$ cat config.mk
export PLATFORM = sky130hd
export DESIGN_NAME = uart_tx_arbiter
export DESIGN_NICKNAME = d
export VERILOG_FILES = /design/src/rtl/uart_tx_arbiter.sv
export SDC_FILE = /design/constraint.sdc
export NUM_CORES = 1
export LEC_CHECK = 0
export ABC_AREA = 1
export BUFFER_PORTS_ARGS = -buffer_cell sky130_fd_sc_hd__buf_2
export CORE_MARGIN = 4
export CORE_UTILIZATION = 47
export DETAILED_ROUTE_END_ITERATION = 12
export GPL_ROUTABILITY_DRIVEN = 1
export PLACE_DENSITY = 0.81
export SYNTH_ARGS = -nofsm -noshare
export SYNTH_HDL_FRONTEND = slang
export SYNTH_SLANG_ARGS = --single-unit
$ cat constraint.sdc
create_clock -name clk -period 1.5 [get_ports clk]
set_clock_uncertainty 0.05 [all_clocks]
set_input_delay 0.3 -clock clk [delete_from_list [all_inputs] [get_ports clk]]
set_output_delay 0.3 -clock clk [all_outputs]
set_load 0.005 [all_outputs]
$ cat src/rtl/uart_tx_arbiter.sv
// uart_tx_arbiter: shares the host UART transmitter between NUM_REQ sources, one whole message at a time.
// Optional macro UART_ARB_PRIO0_EN: source 0 wins every arbitration it takes part in, without moving rr_ptr.
module uart_tx_arbiter #(
    parameter int NUM_REQ     = 4,
    parameter int STALL_LIMIT = 1024
) (
    input  logic                 clk,
    input  logic                 reset,
    input  logic [NUM_REQ-1:0]   req_valid,
    input  logic [8*NUM_REQ-1:0] req_data,
    input  logic [NUM_REQ-1:0]   req_last,
    output logic [NUM_REQ-1:0]   req_ready,
    output logic                 tx_latch,
    output logic [7:0]           tx_data,
    input  logic                 tx_empty,
    output logic [2:0]           grant_id,
    output logic                 busy,
    output logic                 abort
);

    localparam int IW = $clog2(NUM_REQ);
    localparam int SW = $clog2(STALL_LIMIT + 1);

    typedef enum logic [1:0] {
        IDLE,
        GRANT,
        SEND,
        DRAIN
    } state_e;

    state_e             state_q, state_d;
    logic [IW-1:0]      owner_q, owner_d;
    logic [IW-1:0]      rr_ptr_q, rr_ptr_d;
    logic [SW-1:0]      stall_q, stall_d;
    logic               last_q, last_d;
    logic [NUM_REQ-1:0] req_ready_q, req_ready_d;
    logic               tx_latch_q, tx_latch_d;
    logic [7:0]         tx_data_q, tx_data_d;
    logic               busy_q, busy_d;
    logic               abort_q, abort_d;

    logic [IW-1:0]      arb_pick;
    logic               owner_valid;
    logic               owner_last;
    logic [7:0]         owner_data;

    function automatic logic [IW-1:0] wrap_inc(input logic [IW-1:0] v);
        return (int'(v) == NUM_REQ - 1) ? '0 : v + 1'b1;
    endfunction

    // First requester at or after start, walking upward and wrapping past NUM_REQ-1.
    function automatic logic [IW-1:0] rr_select(input logic [NUM_REQ-1:0] valid,
                                                input logic [IW-1:0]      start);
        logic [IW-1:0] pick;
        logic [IW-1:0] idx;
        logic          found;
        pick  = start;
        idx   = start;
        found = 1'b0;
        for (int k = 0; k < NUM_REQ; k++) begin
            if (!found && valid[idx]) begin
                pick  = idx;
                found = 1'b1;
            end
            idx = wrap_inc(idx);
        end
        return pick;
    endfunction

    assign owner_valid = req_valid[owner_q];
    assign owner_last  = req_last[owner_q];
    assign owner_data  = req_data[{owner_q, 3'b000} +: 8];

    always_comb begin
        arb_pick = rr_select(req_valid, rr_ptr_q);
`ifdef UART_ARB_PRIO0_EN
        if (req_valid[0]) begin
            arb_pick = '0;
        end
`endif
    end

    always_comb begin
        state_d     = state_q;
        owner_d     = owner_q;
        rr_ptr_d    = rr_ptr_q;
        stall_d     = stall_q;
        last_d      = last_q;
        tx_data_d   = tx_data_q;
        busy_d      = busy_q;
        req_ready_d = '0;
        tx_latch_d  = 1'b0;
        abort_d     = 1'b0;

        case (state_q)
            IDLE: begin
                if (|req_valid) begin
                    owner_d = arb_pick;
                    busy_d  = 1'b1;
                    stall_d = '0;
                    state_d = GRANT;
                end
            end
            GRANT: begin
                if (owner_valid) begin
                    tx_data_d            = owner_data;
                    last_d               = owner_last;
                    req_ready_d[owner_q] = 1'b1;
                    tx_latch_d           = 1'b1;
                    stall_d              = '0;
                    state_d              = SEND;
                end else if (stall_q == SW'(STALL_LIMIT - 1)) begin
                    // Owner went silent mid-frame: release the UART so others are not starved.
                    abort_d  = 1'b1;
                    busy_d   = 1'b0;
                    rr_ptr_d = wrap_inc(owner_q);
                    state_d  = IDLE;
                end else begin
                    stall_d = stall_q + 1'b1;
                end
            end
            SEND: begin
                if (!tx_empty) begin
                    state_d = DRAIN;
                end
            end
            DRAIN: begin
                if (tx_empty) begin
                    if (last_q) begin
                        busy_d  = 1'b0;
                        state_d = IDLE;
`ifdef UART_ARB_PRIO0_EN
                        if (owner_q != '0) begin
                            rr_ptr_d = wrap_inc(owner_q);
                        end
`else
                        rr_ptr_d = wrap_inc(owner_q);
`endif
                    end else begin
                        state_d = GRANT;
                    end
                end
            end
            default: begin
                state_d = IDLE;
            end
        endcase
    end

    always_ff @(posedge clk or negedge reset) begin
        if (!reset) begin
            state_q     <= IDLE;
            owner_q     <= '0;
            rr_ptr_q    <= '0;
            stall_q     <= '0;
            last_q      <= 1'b0;
            req_ready_q <= '0;
            tx_latch_q  <= 1'b0;
            tx_data_q   <= 8'h00;
            busy_q      <= 1'b0;
            abort_q     <= 1'b0;
        end else begin
            state_q     <= state_d;
            owner_q     <= owner_d;
            rr_ptr_q    <= rr_ptr_d;
            stall_q     <= stall_d;
            last_q      <= last_d;
            req_ready_q <= req_ready_d;
            tx_latch_q  <= tx_latch_d;
            tx_data_q   <= tx_data_d;
            busy_q      <= busy_d;
            abort_q     <= abort_d;
        end
    end

    assign req_ready = req_ready_q;
    assign tx_latch  = tx_latch_q;
    assign tx_data   = tx_data_q;
    assign grant_id  = 3'(owner_q);
    assign busy      = busy_q;
    assign abort     = abort_q;

endmodule

## Word level (Yosys, flattened, before mapping)

Cells that the tools add are included.

- Add/subtract/negate cells: 5
- $lt $le $gt $ge: 6
- Equality and inequality tests: 16
- Shift operators: 1
- Muxes and demuxes: 53
- Reductions and logical operators: 18

Operators with widths:

| kind | count |
|---|---|
| 11-bit two-way mux | 3 |
| 2-bit two-way mux | 16 |
| 32-bit by 6-bit variable part select with 8-bit output | 1 |
| 11-bit one-hot mux with 2 select lines | 1 |
| 1-bit two-way mux | 21 |
| 2-bit by 3-bit less-than comparator with 1-bit output, second input constant | 5 |
| 1-bit binary-select mux with 2-bit select | 6 |
| 2-bit inequality test, second input constant | 6 |
| 11-bit by 1-bit adder with 11-bit output, second input constant | 1 |
| 11-bit by 10-bit == test with 1-bit output, second input constant | 1 |
| 2-bit by 1-bit == test with 1-bit output, second input constant | 5 |
| 2-bit by 1-bit adder with 2-bit output, second input constant | 4 |
| 4-bit two-way mux | 2 |
| 2-bit one-hot mux with 4 select lines | 1 |
| 3-bit inequality test, second input constant | 2 |
| 6-bit AND reduction | 1 |
| 5-bit AND reduction | 1 |
| 2-bit == test, second input constant | 2 |
| 1-bit logical AND | 4 |
| 2-bit one-hot mux with 2 select lines | 1 |
| 2-bit AND reduction | 2 |
| 4-bit AND reduction | 1 |
| 2-bit nonzero test | 2 |
| 4-bit OR reduction | 1 |
| 7 further kinds | 9 |

- Flip-flop bits (word level): 33
- Bits of input ports: 43
- Output and inout port bits: 18
- Logic and storage cells: 109

## Longest topological paths before layout

Gate-level depths: netlist (run 1).

- Depth after elaboration: 12
- Depth in mapped cells: 13
- Mapped depth without buffers: 12

## Worst setup path before layout (run 1)

No wires, ideal clock.

- Kind: register to register
- From: register stall_q[0]
- To: register stall_q[6]
- Library setup time: 0.128 ns
- Data arrival time: 1.457 ns
- Data required time: 1.322 ns
- Path slack: -0.135 ns
- Cell stages (with the launch flop): 10
- Buffers on the path: 1
- Period minus slack after synthesis: 1.635 ns
- Cells stage by stage: dfrtp_1 > ha_1 > nand3_2 > nor2_2 > nand2_2 > nor2_4 > nand3_2 > o21ai_4 > buf_6 > o21ai_0

- Cells in the longest elaborated chain, start to end: 4
- Elaborated cells on any way between the ends: 7
- Classes of those cells: add/sub: 1; eq/ne: 2; mux: 3; reduce/logical: 1

Ends and longest elaborated chain:

| element | RTL line | source |
|---|---|---|
| start: declaration | 34 | `logic [SW-1:0] stall_q, stall_d;` |
| start signal: assignment | 166 | `stall_q <= stall_d;` |
| 11-bit by 1-bit adder with 11-bit output | 119 | `stall_d = stall_q + 1'b1;` |
| 11-bit two-way mux | 112 | `end else if (stall_q == SW'(STALL_LIMIT - 1)) begin` |
| 11-bit two-way mux | 105 | `if (owner_valid) begin` |
| 11-bit one-hot mux with 2 select lines | 95 | `case (state_q)` |

Several ways; a longest one is shown, not always the timed one. The select of a mux whose other input is x is not followed.
A chain may end at the register's enable or synchronous reset.

## Worst setup path after layout (run 1)

Ends and elaborated chain as after synthesis.

==> results of run 1 <==
through the flow:
step,area (um^2),TNS [ns],setup WS [ns],util
floorplan,2250,-1.23,-0.130,-
global placement,2900,-1.23,-0.124,0.647
detailed placement,2900,-2.30,-0.194,0.647
CTS,3150,-2.03,-0.172,0.703
global route,3340,-4.67,-0.377,0.746
finish,3340,-3.06,-0.280,0.746
critical path, cell delays in order, from the launching register on:
cell	delay, ns
dfrtp_1	0.36
ha_2	0.21
nand3_4	0.08
nor2_4	0.12
nand2_2	0.09
nor2_4	0.14
nand3_4	0.12
o21ai_4	0.16
buf_12	0.15
nand2_1	0.08
o21ai_0	0.11
area by class of cell:
type,instances,area share
clock buffers,6,0.0217
flip-flops and latches,33,0.249
well taps,52,0.0195
repair buffers,117,0.232
inverters,35,0.0408
clock inverters,2,0.00300
multi-input cells,244,0.434
path summary, 6_finish.rpt:
| check | from | to | slack, ns | depth (start not counted) |
|---|---|---|---|---|
| setup / recovery | stall_q[0] | stall_q[6] | -0.28 | 10 |
| hold / removal | req_data[7] | tx_data[7] | 0.32 | 5 |
| setup reg to reg | stall_q[0] | stall_q[6] | -0.28 | 10 |
| hold reg to reg | tx_data[6] | tx_data[6] | 0.44 | 2 |
| max in group asynchronous | reset | state_q[0] | 0.56 | 3 |
| min in group asynchronous | reset | rr_ptr_q[0] | 0.51 | 3 |
where the power goes:
part	switching [mW]	internal (mW)	total, mW	leakage, nW
sequential	0.230	1.17	1.40	0.430
clock	0.357	0.322	0.679	0.0450
combinational	2.54	1.94	4.49	1.28
total	3.13	3.43	6.56	1.76
cells by family (layout without fill, tap and decap cells):
logic type | count (synthesis) | in the layout | share of synthesized area
other cells | 1 | 1 | 0.00169
flops | 33 | 33 | 0.372
fa+ha+maj | 11 | 11 | 0.0620
buf+inv | 46 | 160 | 0.0839
simple gates | 174 | 174 | 0.332
compound gates | 58 | 58 | 0.149
metal layers:
metal  track usage  part of all wire  up-vias
li1              -                 -     1263
met1         0.266              0.38     1265
met2         0.431              0.50      166
met3        0.0550             0.073       60
met4         0.116             0.053        0
met5             0                 0        -
placed cells by master, fill, tap and decap left out, drive strengths merged:
cell / synthesis / layout
or2: 1 / 1
o21ai: 39 / 39
nand4: 4 / 4
clkbuf: 6 / 6
nand3: 20 / 20
clkinv: 0 / 2
o21a: 1 / 1
nand3b: 1 / 1
a21oi: 6 / 6
o21bai: 1 / 1
nor3b: 1 / 1
inv: 35 / 35
nand2: 106 / 106
buf: 5 / 116
o211ai: 2 / 2
dlygate4sd3: 0 / 1
nor2: 38 / 38
ha: 11 / 11
conb: 1 / 1
nor3: 3 / 3
dfrtp: 33 / 33
o22ai: 9 / 9
flip-flops by register name (all words and copies together), names as in the netlist, named ones only:
register   flops
stall_q       11
tx_data        8
req_ready      4
owner_q        2
rr_ptr_q       2
abort          1
busy           1
last_q         1
state_q        1
tx_latch       1
timing repair:
| action | CTS | global route |
|---|---|---|
| hold buffers | 1 | 0 |
| setup buffers | 8 | 7 |
| endpoints found under the setup margin | 27 | 30 |
| pin swaps | 23 | 21 |
| cloned | 0 | 0 |
| gates resized for setup | 41 | 39 |
| hold endpoints to repair | 33 | 0 |
==> out/results.tsv, run 1 <==
stage	metric	value	unit
yosys	top-count cell post-synth	nand2_1	
yosys	Synth Cell Area	2220	um^2
cts	insertion delay to the later sink of the worst-skew pair	0.30	ns
detailed_routing	# DRC	0	
timing	crit path time final	1.78	ns
cts	TritonCTS Buffers	5	
die	initial core utilization	0.496	
yosys	Synth Instances	323	
yosys	Post-synth ARST share	1.00	
layout	Register Area	831	um^2
grt	antenna violations before repair	0	
detailed_routing	antenna-violating nets left	0	
timing	RSZ-0062 raised after global routing	true	
pwr	Peak VDD IR	1.05	mV
place	Routability Congestion	0.896	
layout	layout cell share with drive strength beyond 1	0.421	
detailed_routing	final wirelength	7.91	mm
yosys	Avg Inst Size Synth	6.88	um^2
layout	Nets	490	
grt	first-pass GRT wire length	11.6	mm
run	max cap viols	0	
timing	Final setup viols	20	
layout	Antenna Cells	0	
pwr	power density cells	1960	nW/um^2
yosys	yosys warns	0	
die	Die Y	76.7	um
grt	vias in the first global route	2634	
setup_path	Crit. End Element	register	
cts	clock-pin transition on the worst setup and hold timing paths	0.07	ns
die	DIE AREA	5890	um^2
outcome	failing checks	negative setup slack	
layout	Post-Layout Cell Count	489	
timing	Fmax	562	MHz
timing	Hold Vio Cnt, Final	0	
detailed_routing	Wirelength per Cell	16.2	um
yosys	Synth top area share	0.372	
setup_path	Arr. time, crit path	1.92	ns
yosys	top cells by count, synth	nand2_1, nor2_1, o21ai_0	
cts	clk root buf	clkbuf_8	
yosys	Most used DFF post-synth	dfrtp_1	
timing	Hold WS	0.318	ns
setup_path	Max Fanout on Critical Path	16	
timing	Worst Setup Slack, final	-0.280	ns
die	# rows	24	
place	placed cells	467	
setup_path	required time of the critical path	1.64	ns
detailed_routing	drt initial violations	263	
worst_hold_path	type of the tightest min-delay check	input pin to register	
detailed_routing	Via Count	2754	
cts	clk buf depth	2	
cts	CTS tree	yes	
setup_path	crit path kind	register to register	
detailed_routing	drt pass-1 iters	6	
timing	Final Max Tran Viols	0	
yosys	sequential fraction of the synthesis area	0.372	
pwr	Leak	1.76	nW
grt	largest net degree at the start of global routing	34	
die	I/O pins	61	
grt	GR Util All Layers	0.240	
yosys	Cell variety after synth	32	
cts	clock sink total	33	
timing	final period utilization	1.19	
detailed_routing	Vias/cell	5.63	
grt	gr ovfl total	0	
yosys	area leader, netlist	dfrtp_1	
cts	H-Tree Depth	2	
yosys	synth top area cells	dfrtp_1, nand2_1, o21ai_0	
layout	Layout area overhead	50.4	%
yosys	number of synthesized flops with an enable pin	0	
layout	fill count	295	
place	hpwl dp	4.68	mm
yosys	Syn Nets	377	
yosys	synthesis-stage register bit count	33	
place	IO Port Bufs	59	
setup_path	CP Launch Type	register	
die	Chip Width	76.7	um
layout	Multi-input gate area	1450	um^2
die	CORE AREA	4470	um^2
pwr	Total Power	6.56	mW
outcome	outcome	complete, but fails checks	
No activity file was read; power rests on OpenSTA's default activity.
==> run 2, diff against run 1 <==
Settings changed: CORE_UTILIZATION 47 to 57, PLACE_DENSITY 0.81 to 0.91.
Clock period 1.5 ns to 2.1 ns, I/O delays scaled along.
==> run 2 against run 1 <==
Net effect:
- non-clock buffer count down 52
- hold slack worse by 0.17 ns
- combinational power down 55%
- the run now ends clean
- die area down 16%
- clock power down 32%
- critical endpoint is now stall_q[5]
- register-to-register slack better by 0.45 ns
- sequential power down 30%
- first-iteration DRC count down 54%
- final area down 20%
- largest cell class unchanged
==> out/results.tsv, run 2 (same netlist as run 1, synthesis figures left out) <==
stage	metric	value	unit
setup_path	Arr. time, crit path	2.10	ns
detailed_routing	Routed met2 length	2.97	mm
setup_path	Max Fanout on Critical Path	8	
detailed_routing	Via Count	2310	
place	IO Port Bufs	59	
cts	CTS tree	yes	
timing	Hold Vio Cnt, Final	0	
cts	post_cts resized	0	
worst_hold_path	type of the tightest min-delay check	input pin to async pin	
timing	Worst Setup Slack, final	0.174	ns
detailed_routing	Vias/cell	5.33	
cts	Post-CTS Hold Buffers	0	
cts	H-Tree Depth	2	
grt	antenna violations before repair	0	
detailed_routing	# DRC	0	
detailed_routing	drt pass-1 iters	4	
layout	Layout area overhead	19.8	%
layout	Nets	438	
pwr	Total Power	3.45	mW
pwr	switch share	0.479	
timing	Final setup viols	0	
pwr	Seq pwr share	0.283	
layout	commonest non-fill, non-tap cell in the layout	nand2_1	
grt	first-pass GRT wire length	9.27	mm
die	DIE AREA	4960	um^2
grt	largest net degree at the start of global routing	34	
die	I/O pins	61	
setup_path	crit path kind	register to register	
place	placed instance area	2560	um^2
detailed_routing	antenna-violating nets left	0	
timing	Relative slew margins	0.504	
place	Routability Congestion	0.876	
layout	layout cell share with drive strength beyond 1	0.221	
pwr	Int Pwr	1.79	mW
die	Chip Width	70.4	um
grt	GR Util All Layers	0.231	
die	CORE AREA	3720	um^2
detailed_routing	drt initial violations	121	
cts	clock sink total	33	
timing	RSZ-0062 raised after global routing	false	
cts	clk buf depth	2	
layout	Design Area, Final	2660	um^2
place	pre-CTS WS	0.152	ns
pwr	Leak	1.44	nW
timing	Hold WS	0.149	ns
place	hpwl dp	4.26	mm
timing	final period utilization	0.917	
timing	crit path time final	1.93	ns
setup_path	required time of the critical path	2.27	ns
run	max cap viols	0	
layout	Antenna Cells	0	
layout	max reg flops	11	
layout	most frequent cells in the layout	nand2_1, buf_2, nor2_1, o21ai_0	
grt	vias in the first global route	2174	
grt	gr ovfl total	0	
timing	Final Max Tran Viols	0	
pwr	Peak VDD IR	0.733	mV
layout	fill count	307	
detailed_routing	met3 WL post-DR	294	um
outcome	outcome	completed	
die	# rows	22	
pwr	Clock power frac	0.133	
pwr	combinational share of power	0.584	
cts	insertion delay to the later sink of the worst-skew pair	0.28	ns
cts	TritonCTS Buffers	5	
die	initial core utilization	0.598	
setup_path	CP Launch Type	register	
detailed_routing	Top Layer Used	met4	
timing	Fmax	519	MHz
timing	post-route setup TNS	0	ns
layout	Largest Register	stall_q	
setup_path	Crit. End Element	register	
pwr	power density cells	1300	nW/um^2
cts	clk root buf	clkbuf_8	
die	Die Y	70.4	um
pwr	Net Switching	1.65	mW
timing	Slew @ Worst Pin	0.744	ns
detailed_routing	Wirelength per Cell	13.2	um
cts	clock-pin transition on the worst setup and hold timing paths	0.06	ns
detailed_routing	DRT met1 WL	2.33	mm
detailed_routing	final wirelength	5.72	mm
run 2: cell count changes in the layout (fill, tap and decap cells not counted), moves of 6 or more:
cell,delta
nand2_4,-8
o21ai_0,+12
o21ai_1,-8
inv_2,-6
buf_4,-47
nand2_2,-9
inv_1,+8
nand2_1,+17
run 2: worst paths after layout:
check | endpoint | startpoint | slack, ns | cells after the start
min in group clk | tx_data[6] | tx_data[6] | 0.43 | 2
max in group asynchronous | rr_ptr_q[0] | reset | 1.38 | 1
max reg2reg | stall_q[5] | register | 0.17 | 8
min | stall_q[5] | reset | 0.15 | 1
min reg2reg | tx_data[6] | tx_data[6] | 0.43 | 2
max | stall_q[5] | register | 0.17 | 8
run 2: power groups by stage:
| stage | logic (mW) | clock network (mW) | registers, mW |
|---|---|---|---|
| floorplan | 1.41 | 0 | 0.960 |
| global placement | 1.85 | 0 | 0.974 |
| detailed placement | 1.93 | 0 | 0.979 |
| CTS | 1.94 | 0.460 | 0.971 |
| global route | 2.27 | 0.491 | 1.00 |
| finish | 2.01 | 0.459 | 0.976 |
run 2: area by class of cell:
type                            instances  area [um^2]  share of cell area
Sequential cell                        33          826               0.310
Timing Repair Buffer                   65          353               0.133
Multi-Input combinational cell        244         1210               0.454
Tap cell                               48         60.1              0.0226
Inverter                               35          131              0.0494
Clock buffer                            6         72.6              0.0273
Clock inverter                          2         10.0             0.00376
run 2: critical path: stages, from the launching register on:
cell and delay [ns]:
dfrtp_1 0.42, inv_1 0.14, ha_1 0.27, inv_1 0.13
nor2_4 0.24, nand2_1 0.14, nor2_1 0.25, o21ai_0 0.14
nand2_1 0.07
run 2: per-stage QoR:
step	cells	utilization
global route	433	0.716
floorplan	323	-
detailed placement	424	0.689
global placement	424	0.689
CTS	432	0.711
finish	433	0.716
run 2: layer usage:
layer | GRT usage | vias to the layer above
met4 | 0.0915 | 0
met1 | 0.263 | 1059
met2 | 0.414 | 81
met5 | 0 | -
li1 | - | 1153
met3 | 0.0504 | 17
run 2: timing repair:
action	CTS	global route
setup buffers	0	1
setup endpoints to repair	0	2
hold endpoints to repair	0	0
